### config.mk
export PLATFORM = sky130hd
export DESIGN_NAME = raycast_slice_scheduler_flat
export DESIGN_NICKNAME = d
export VERILOG_FILES = /design/src/rtl/raycast_slice_scheduler_pkg.sv /design/src/rtl/raycast_slice_scheduler_if.sv /design/src/rtl/raycast_slice_scheduler_angle_step.sv /design/src/rtl/raycast_slice_scheduler.sv /design/src/flat_wrapper.sv
export SDC_FILE = /design/constraint.sdc
export NUM_CORES = 1
export LEC_CHECK = 0
export BUFFER_PORTS_ARGS = -buffer_cell sky130_fd_sc_hd__buf_4
export CORE_ASPECT_RATIO = 2
export CORE_MARGIN = 3
export CORE_UTILIZATION = 51
export CTS_CLUSTER_DIAMETER = 80
export CTS_CLUSTER_SIZE = 20
export DETAILED_ROUTE_END_ITERATION = 16
export GPL_TIMING_DRIVEN = 0
export HOLD_SLACK_MARGIN = 0.03
export PLACE_DENSITY = 0.81
export SYNTH_ARGS = -nofsm -noshare
export SYNTH_HDL_FRONTEND = slang
export SYNTH_SLANG_ARGS = --single-unit
### constraint.sdc
create_clock -name clk -period 4.5 [get_ports clk]
set_input_delay 0.45 -clock clk [delete_from_list [all_inputs] [get_ports clk]]
set_output_delay 0.45 -clock clk [all_outputs]
set_load 0.05 [all_outputs]
### src/rtl/raycast_slice_scheduler_pkg.sv
// Shared constants and FSM state type for the raycast slice scheduler.
package raycast_pkg;

    localparam int FRAC_SCALE     = 1000;
    localparam int DEG_WRAP       = 360;

    localparam int DEF_NUM_SLICES = 160;
    localparam int DEF_STEP_MILLI = 375;
    localparam int DEF_HALF_FOV   = 30;
    localparam int DEF_MAX_DIST   = 1023;

    typedef enum logic [1:0] {IDLE, REQ, OUT, DONE} state_t;

endpackage

### src/rtl/raycast_slice_scheduler_if.sv
// Request channel to the arithmetic pipeline and column channel to the renderer.
interface raycast_slice_scheduler_if;

    logic               ray_req;
    logic [7:0]         ray_slice;
    logic [8:0]         ray_angle_int;
    logic [9:0]         ray_angle_frac;
    logic               ray_ack;
    logic signed [20:0] ray_dist;

    logic               col_valid;
    logic               col_ready;
    logic [7:0]         col_slice;
    logic signed [20:0] col_dist;

    modport master (
        output ray_req, ray_slice, ray_angle_int, ray_angle_frac,
        input  ray_ack, ray_dist,
        output col_valid, col_slice, col_dist,
        input  col_ready
    );

    modport slave (
        input  ray_req, ray_slice, ray_angle_int, ray_angle_frac,
        output ray_ack, ray_dist,
        input  col_valid, col_slice, col_dist,
        output col_ready
    );

endinterface

### src/rtl/raycast_slice_scheduler_angle_step.sv
// Combinational angle adder in split int/thousandths form: carry or borrow on the
// thousandths, then wrap the integer degrees into 0..359.
module raycast_angle_step
    import raycast_pkg::*;
#(
    parameter bit SUB    = 1'b0,
    parameter int D_INT  = 0,
    parameter int D_FRAC = DEF_STEP_MILLI
) (
    input  logic [8:0] in_int,
    input  logic [9:0] in_frac,
    output logic [8:0] out_int,
    output logic [9:0] out_frac
);

    int frac_t;
    int int_t;

    always_comb begin
        frac_t = int'(in_frac);
        int_t  = int'(in_int);
        if (SUB) begin
            frac_t = frac_t - D_FRAC;
            int_t  = int_t - D_INT;
            if (frac_t < 0) begin
                frac_t = frac_t + FRAC_SCALE;
                int_t  = int_t - 1;
            end
            if (int_t < 0) int_t = int_t + DEG_WRAP;
        end else begin
            frac_t = frac_t + D_FRAC;
            int_t  = int_t + D_INT;
            if (frac_t >= FRAC_SCALE) begin
                frac_t = frac_t - FRAC_SCALE;
                int_t  = int_t + 1;
            end
            if (int_t >= DEG_WRAP) int_t = int_t - DEG_WRAP;
        end
        out_int  = 9'(int_t);
        out_frac = 10'(frac_t);
    end

endmodule

### src/rtl/raycast_slice_scheduler.sv
// Frame sequencer: one distance request and one column per slice, angle stepped per slice.
// Define RAYCAST_SCHED_CLAMP_EN to clamp captured distances into 0..MAX_DIST.
module raycast_slice_scheduler
    import raycast_pkg::*;
#(
    parameter int NUM_SLICES = DEF_NUM_SLICES,
    parameter int STEP_MILLI = DEF_STEP_MILLI,
    parameter int HALF_FOV   = DEF_HALF_FOV,
    parameter int MAX_DIST   = DEF_MAX_DIST
) (
    input  logic                        clk,
    input  logic                        reset,
    input  logic                        frame_start,
    input  logic [8:0]                  player_angle_int,
    input  logic [9:0]                  player_angle_frac,
    output logic                        busy,
    output logic                        frame_done,
    raycast_slice_scheduler_if.master   bus
);

    localparam logic [7:0] LAST_SLICE = 8'(NUM_SLICES - 1);

    state_t             state;
    state_t             state_nx;
    logic [7:0]         slice_q;
    logic [8:0]         ang_int_q;
    logic [9:0]         ang_frac_q;
    logic signed [20:0] dist_q;
    logic signed [20:0] dist_in;
    logic [8:0]         start_int;
    logic [9:0]         start_frac;
    logic [8:0]         next_int;
    logic [9:0]         next_frac;
    logic               last_slice;

    assign last_slice = (slice_q == LAST_SLICE);

    raycast_angle_step #(.SUB(1'b1), .D_INT(HALF_FOV), .D_FRAC(0)) u_start (
        .in_int   (player_angle_int),
        .in_frac  (player_angle_frac),
        .out_int  (start_int),
        .out_frac (start_frac)
    );

    raycast_angle_step #(.SUB(1'b0), .D_INT(0), .D_FRAC(STEP_MILLI)) u_step (
        .in_int   (ang_int_q),
        .in_frac  (ang_frac_q),
        .out_int  (next_int),
        .out_frac (next_frac)
    );

`ifdef RAYCAST_SCHED_CLAMP_EN
    localparam logic signed [20:0] MAX_DIST_S = 21'(MAX_DIST);

    always_comb begin
        if (bus.ray_dist < 0)               dist_in = '0;
        else if (bus.ray_dist > MAX_DIST_S) dist_in = MAX_DIST_S;
        else                                dist_in = bus.ray_dist;
    end
`else
    assign dist_in = bus.ray_dist;
`endif

    // NOTE: sequential state uses non-blocking assignments so every flop samples pre-edge values.
    always_ff @(posedge clk) begin
        if (reset) state <= IDLE;
        else       state <= state_nx;
    end

    // NOTE: every output gets a default before the case, so no path leaves one unassigned (no latch).
    always_comb begin
        state_nx      = state;
        busy          = 1'b0;
        frame_done    = 1'b0;
        bus.ray_req   = 1'b0;
        bus.col_valid = 1'b0;
        case (state)
            IDLE: if (frame_start) state_nx = REQ;
            REQ: begin
                busy        = 1'b1;
                bus.ray_req = 1'b1;
                if (bus.ray_ack) state_nx = OUT;
            end
            OUT: begin
                busy          = 1'b1;
                bus.col_valid = 1'b1;
                if (bus.col_ready) state_nx = last_slice ? DONE : REQ;
            end
            DONE: begin
                busy       = 1'b1;
                frame_done = 1'b1;
                state_nx   = IDLE;
            end
            default: state_nx = IDLE;
        endcase
    end

    // Player angle is only looked at on an accepted frame_start.
    always_ff @(posedge clk) begin
        if (reset) begin
            slice_q    <= '0;
            ang_int_q  <= '0;
            ang_frac_q <= '0;
            dist_q     <= '0;
        end else begin
            case (state)
                IDLE: if (frame_start) begin
                    slice_q    <= '0;
                    ang_int_q  <= start_int;
                    ang_frac_q <= start_frac;
                end
                REQ: if (bus.ray_ack) dist_q <= dist_in;
                OUT: if (bus.col_ready && !last_slice) begin
                    slice_q    <= slice_q + 8'd1;
                    ang_int_q  <= next_int;
                    ang_frac_q <= next_frac;
                end
                default: ;
            endcase
        end
    end

    assign bus.ray_slice      = slice_q;
    assign bus.ray_angle_int  = ang_int_q;
    assign bus.ray_angle_frac = ang_frac_q;
    assign bus.col_slice      = slice_q;
    assign bus.col_dist       = dist_q;

endmodule

### src/flat_wrapper.sv
// flat-port wrapper written by rule: the top's interface ports become plain ports
module raycast_slice_scheduler_flat import raycast_pkg::*;
#(
    parameter int NUM_SLICES = DEF_NUM_SLICES,
    parameter int STEP_MILLI = DEF_STEP_MILLI,
    parameter int HALF_FOV   = DEF_HALF_FOV,
    parameter int MAX_DIST   = DEF_MAX_DIST
)
  (clk, reset, frame_start, player_angle_int, player_angle_frac, busy, frame_done, bus_ray_req, bus_ray_slice, bus_ray_angle_int, bus_ray_angle_frac, bus_ray_ack, bus_ray_dist, bus_col_valid, bus_col_slice, bus_col_dist, bus_col_ready);
  raycast_slice_scheduler_if bus_i ();
  input  logic clk;
  input  logic reset;
  input  logic frame_start;
  input  logic [8:0] player_angle_int;
  input  logic [9:0] player_angle_frac;
  output logic busy;
  output logic frame_done;
  output wire logic [$bits(bus_i.ray_req)-1:0] bus_ray_req;
  output wire logic [$bits(bus_i.ray_slice)-1:0] bus_ray_slice;
  output wire logic [$bits(bus_i.ray_angle_int)-1:0] bus_ray_angle_int;
  output wire logic [$bits(bus_i.ray_angle_frac)-1:0] bus_ray_angle_frac;
  input wire logic [$bits(bus_i.ray_ack)-1:0] bus_ray_ack;
  input wire logic [$bits(bus_i.ray_dist)-1:0] bus_ray_dist;
  output wire logic [$bits(bus_i.col_valid)-1:0] bus_col_valid;
  output wire logic [$bits(bus_i.col_slice)-1:0] bus_col_slice;
  output wire logic [$bits(bus_i.col_dist)-1:0] bus_col_dist;
  input wire logic [$bits(bus_i.col_ready)-1:0] bus_col_ready;
  assign bus_ray_req = bus_i.ray_req;
  assign bus_ray_slice = bus_i.ray_slice;
  assign bus_ray_angle_int = bus_i.ray_angle_int;
  assign bus_ray_angle_frac = bus_i.ray_angle_frac;
  assign bus_i.ray_ack = bus_ray_ack;
  assign bus_i.ray_dist = bus_ray_dist;
  assign bus_col_valid = bus_i.col_valid;
  assign bus_col_slice = bus_i.col_slice;
  assign bus_col_dist = bus_i.col_dist;
  assign bus_i.col_ready = bus_col_ready;
  raycast_slice_scheduler #(.NUM_SLICES(NUM_SLICES), .STEP_MILLI(STEP_MILLI), .HALF_FOV(HALF_FOV), .MAX_DIST(MAX_DIST)) u_core (.clk(clk), .reset(reset), .frame_start(frame_start), .player_angle_int(player_angle_int), .player_angle_frac(player_angle_frac), .busy(busy), .frame_done(frame_done), .bus(bus_i));
endmodule
# == After elaboration in Yosys (flattened, before gate mapping) ==
# Index checks and enable logic that the tools add are counted.
# Widths: inputs -> output; s select.
# op_classes
mul,0
n_reduce_logical,8
n_div,0
n_shift,0
eq_ne,8
order_cmp,4
n_addsub,9
n_mux,24
bitwise,0
# ops
operator,count
$mux 10,5
$mux 9,4
$lt 32x1->1 const B,1
$mux 32,1
$pmux 10 s2,1
$pmux 9 s2,1
$mux 8,2
$pmux 8 s2,1
$add 10x9->11 const B,1
$ge 11x10->1 const B,1
$sub 10x2->11 const B,1
$add 10x10->10 const B,1
$add 9x1->10 const B,1
$ge 10x9->1 const B,1
$lt 10x1->1 const B,1
$sub 10x10->10 const B,1
$sub 9x5->10 const B,1
$add 9x9->9 const B,1
$sub 9x9->9 const B,1
$add 8x1->8 const B,1
$eq 8x8->1 const B,1
$mux 2,4
$pmux 2 s4,1
$ne 2x2->1 const B,3
other kinds (11),16
# word_totals
out_inout_bits,60
word_cells,58
ff_bits,50
memories,0
latch_bits,0
in_bits,45
mem_bits_rw,0
mem_bits_ro,0

# == Longest topological paths before layout ==
# logic_depth
word_depth,7
ltp_mapped,18
depth_no_buf,17

# == Hierarchy ==
# From an unflattened synthesis, not the netlist that was laid out.
# hier_totals
cells_unflattened,404
hier_area_um2,3372.0
# modules_own_cells
module,cells_per_inst,n_inst,seq_area_each_um2,area_each_um2
raycast_slice_scheduler,255,1,1001.0,2319.7
raycast_angle_step at u_core.u_step,117,1,0.0,804.5
raycast_angle_step at u_core.u_start,32,1,0.0,247.7

# == Worst setup path after synthesis ==
# Ideal clock, no wire load.
# synth_timing
path_type,register -> register
start,"register u_core.ang_frac_q[0], in the netlist u_core.bus.ray_angle_frac[0]"
end,"register u_core.ang_int_q[4], in the netlist u_core.bus.ray_angle_int[4]"
setup_time_ns,0.074
arrival_ns,3.720
n_path_buf,0
t_required_ns,4.426
path_stages_with_launch,18
slack_ns,0.706
synth_period_minus_slack_ns,3.794
cell_sequence,dfxtp_1 inv_1 ha_1 nand2b_4 nand2_1 xnor2_1 ha_1 inv_1 a31oi_1 a21boi_0 nor2_1 a21boi_2 nor4_2 o311a_1 o21ai_2 nand3_1 a211o_1 a31oi_1
# synth_between
elab_chain_cells,7
elab_cells_between_ends,8
classes_between,2 x add/sub; 2 x order compare; 4 x mux
# synth_rtl
item,line_no,source
start: declaration,raycast_slice_scheduler.sv:27,logic [9:0] ang_frac_q;
start signal: assignment,raycast_slice_scheduler.sv:110,ang_frac_q <= start_frac;
start signal: assignment,raycast_slice_scheduler.sv:116,ang_frac_q <= next_frac;
$add 10x9->11 (*),raycast_slice_scheduler_angle_step.sv:31,frac_t = frac_t + D_FRAC;
$ge 11x10->1 (*),raycast_slice_scheduler_angle_step.sv:33,if (frac_t >= FRAC_SCALE) begin
$mux 10 (*),raycast_slice_scheduler_angle_step.sv:33,
$sub 9x9->9 / $ge 10x9->1 (equally long branches),raycast_slice_scheduler_angle_step.sv:37,if (int_t >= DEG_WRAP) int_t = int_t - DEG_WRAP;
$mux 9 (*),raycast_slice_scheduler_angle_step.sv:37,
$mux 9 (*),raycast_slice_scheduler.sv:113,OUT: if (bus.col_ready && !last_slice) begin
$pmux 9 s2 (*),raycast_slice_scheduler.sv:106,case (state)
end signal: assignment,raycast_slice_scheduler.sv:109,ang_int_q <= start_int;
end signal: assignment,raycast_slice_scheduler.sv:115,ang_int_q <= next_int;
end: declaration,raycast_slice_scheduler.sv:26,logic [8:0] ang_int_q;
# Mark *: on every way between the ends. The rest lies on a longest branch, timed or not. The select of a mux whose other input is x is not followed.
# A chain may end at the register's enable or synchronous reset.

# == Worst setup path after layout ==
# Ends and elaborated chain as after synthesis.

==> impl_metrics.yaml <==
die:
  die-area_mm2: 0.00742
  pin_count: 105
  core_mm2: 0.00611
  die_w_um: 62.4
  die_y_um: 119
  initial_core_util_pct: 53.2
  rows: 40
synthesis:
  synth_nets: 486
  synthCells: 434
  synthDistinctLibCells: 68
  yosys_warnings: 0
  yosysMostFrequentCell: "nand2_1"
  synth-seq-cells: 50
  yosys.area.top_type: "dfxtp_1"
  synthTopCellsByCount: "nand2_1 (65), a21oi_1 (53), dfxtp_1 (50)"
  synth_edf_count: 0
  synthArstFlopShare_pct: 0
  synth_area_leaders: "dfxtp_1 (31%), a21oi_1 (8.2%), nand2_1 (7.5%), nor2_1 (4.6%), xnor2_1 (4.0%)"
  syn_area_mm2: 0.00325
  synth_top_area_share_pct: 30.8
  avgSynthCellArea_um2: 7.48
  synth-main-ff-cell: "dfxtp_1"
  seq_area_frac_synth_pct: 30.8
critical_path:
  cp_top_family: "compound AO/OA/AOI/OAI gates"
  slowest_delay_ns: 0.49
  end_kind: "register"
  path_buf_inv: 2
  start_kind: "register"
  cp_max_fo: 8
  crit_path_top_delay_cell: "dfxtp_1"
  critical_path.cell_chain: "inv_1 -> ha_1 -> nand2b_4 -> nand2_1 -> xnor2_1 -> ha_1 -> inv_1 -> a31oi_1 -> a21boi_2 -> nor2_1 -> a21boi_2 -> nor4_2 -> o311a_1 -> o21ai_2 -> nand3_1 -> a211o_1 -> a31oi_1"
  crit_type: "reg2reg"
  worstPathArrival_ns: 4.22
  required_ns: 4.72
drt:
  dr_wl_met2_um: 5660
  drtAntennaViolNets: 0
  routed_wl_um: 10500
  drc: 0
  wl_per_cell_um: 16.8
  dr_total_vias: 3740
  via_per_inst: 5.95
  wl_met1_um: 3470
  dr_wl_met3_um: 846
  top_layer: "met4"
  firstDrtPassIters: 5
  drt_iter0_drc: 235
timing:
  fin_crit_ns: 4.00
  holdWs_ns: 0.390
  max-slew-margin-rel_pct: 54.1
  tns_ns: 0
  hold_viol_final: 0
  grt_setup_unrepaired: "no"
  clock_skew_ns: 0.00871
  fmax_mhz: 250
  fin_crit_sh_pct: 88.9
  drv_slew: 0
  setup_violations: 0
  tightestPinTransition_ns: 0.682
run_status:
  status: "finished clean"
finish:
  antennaDiodeCount: 0
  final_area_mm2: 0.00428
  area_growth_pct: 31.9
  drive_above_1_share_pct: 26.1
  fin_nets: 596
power:
  p_comb_share_pct: 37.7
  swShare_pct: 39.9
  p_leak_nw: 1.77
  p_int_uw: 880
  max-vdd-ir-drop_uv: 329
  power_mw: 1.46
  netSwitchingPower_uw: 584
  powerDensity_mw_per_mm2: 342
  power_frac_clock_pct: 27.3
  pwr-share-seq_pct: 35.0
global_routing:
  grt_first_pass_wirelength_um: 17100
  grt_usage_pct: 28.3
  grt_antenna_before_repair: 0
  grt_max_degree: 19
  grt_pass1_vias: 3796
  overflow: 0
clock_tree:
  clk_pin_slew_worst_paths_ns: 0.07
  cts_sinks: 50
  cts_root_buffer: "clkbuf_16"
  cts_tree: "yes"
  worst_skew_pair.late_latency_ns: 0.30
  cts_inserted_buffers: 5
  cts_setup_buffers: 0
  cts.path.max_buffers: 2
  cts.htree.levels: 2
placed_design:
  gp_congestion: 0.932
  placed_area_mm2: 0.00412
  dp_hpwl_um: 8170
  io_buffer_count: 103
flow_run:
  drv_cap: 0
hold_path:
  hp-class: "in2reg"
-- power by group through the flow --
stage / Clock [mW] / Sequential (mW) / Combinational [mW]
floorplan: 0 / 0.610 / 0.287
global placement: 0 / 0.519 / 0.534
detailed placement: 0 / 0.521 / 0.544
CTS: 0.401 / 0.511 / 0.546
global route: 0.419 / 0.516 / 0.593
finish: 0.400 / 0.513 / 0.551
-- state kept, by name (all words and copies together) (netlist names) --
signal                     cells
u_core.bus.col_dist           21
u_core.state                   2
u_core.bus.col_slice           8
u_core.bus.ray_angle_frac     10
u_core.bus.ray_angle_int       9
-- through the flow --
step                      setup slack [ns]  util [%]  std cells
after floorplan                      0.706         -        434
after global placement               0.304      67.5        621
after detailed placement             0.171      67.5        621
after CTS                            0.114      70.0        629
after global routing                 0.147      70.1        629
final                                0.501      70.1        629
-- worst register-to-register path, stage by stage, from the launching register on --
cell and delay, ns:
dfxtp_1 0.49, inv_1 0.08, ha_1 0.28, nand2b_4 0.12, nand2_1 0.07, xnor2_1 0.29
ha_1 0.29, inv_1 0.05, a31oi_1 0.12, a21boi_2 0.31, nor2_1 0.12, a21boi_2 0.28
nor4_2 0.10, o311a_1 0.40, o21ai_2 0.31, nand3_1 0.15, a211o_1 0.27, a31oi_1 0.18
-- cell type report --
| type | count | area (µm²) |
|---|---|---|
| Tap cell | 84 | 105 |
| Fill cell | 560 | 1830 |
| Timing Repair Buffer | 103 | 773 |
| Clock inverter | 3 | 26.3 |
| Sequential cell | 50 | 1000 |
| Inverter | 10 | 37.5 |
| Clock buffer | 5 | 125 |
| Buffer | 35 | 175 |
| Multi-Input combinational cell | 339 | 2040 |
-- final timing paths --
kind | start | to | slack [ns] | cells past startpoint
worst max-delay path | u_core.bus.ray_angle_frac[0]$_SDFFE_PP0P_ | u_core.bus.ray_angle_int[4]$_SDFFE_PP0P_ | 0.50 | 17
worst min-delay path | bus_ray_dist[6] | u_core.bus.col_dist[6]$_SDFFE_PP0P_ | 0.39 | 3
worst max register to register | u_core.bus.ray_angle_frac[0]$_SDFFE_PP0P_ | u_core.bus.ray_angle_int[4]$_SDFFE_PP0P_ | 0.50 | 17
worst min register to register | u_core.bus.col_dist[10]$_SDFFE_PP0P_ | u_core.bus.col_dist[10]$_SDFFE_PP0P_ | 0.46 | 2
-- kinds of logic after synthesis --
group	count (synthesis)	share of synthesized area, %
AND/OR/NAND/NOR	175	26.1
AO/OA/AOI/OAI	130	26.4
flip-flops	50	30.8
buffers and inverters	45	6.51
XOR/XNOR	22	5.94
adder cells (fa/ha/maj)	7	2.70
multiplexers	5	1.54
-- per-layer routing --
layer,vias up,track usage [%]
met5,-,0
met4,0,18.4
met3,37,5.57
met2,201,52.1
met1,1732,27.9
li1,1770,-
-- timing repair --
item	in CTS	in global routing
resized for setup	0	4
endpoints found under the setup margin	0	6
hold buffers	0	0
hold endpoints to repair	0	0
-- cells in the final DEF, fill, tap and decap left out, drive strengths merged, types with 4 or more instances in the layout --
cell    instances
a31oi           4
o22ai           5
mux2i           5
o21ai          20
or3             7
nand2          66
a21oi          53
nor2           41
xor2            7
buf           115
clkbuf         28
nand3          12
nor3           11
or2             4
xnor2          15
a211oi          4
nand2b          6
inv            12
a22oi           4
ha              7
dfxtp          50
nand4           6
o211ai          6
nor4            5
and3            5
Note: power is estimated with default switching activity, not from simulation.
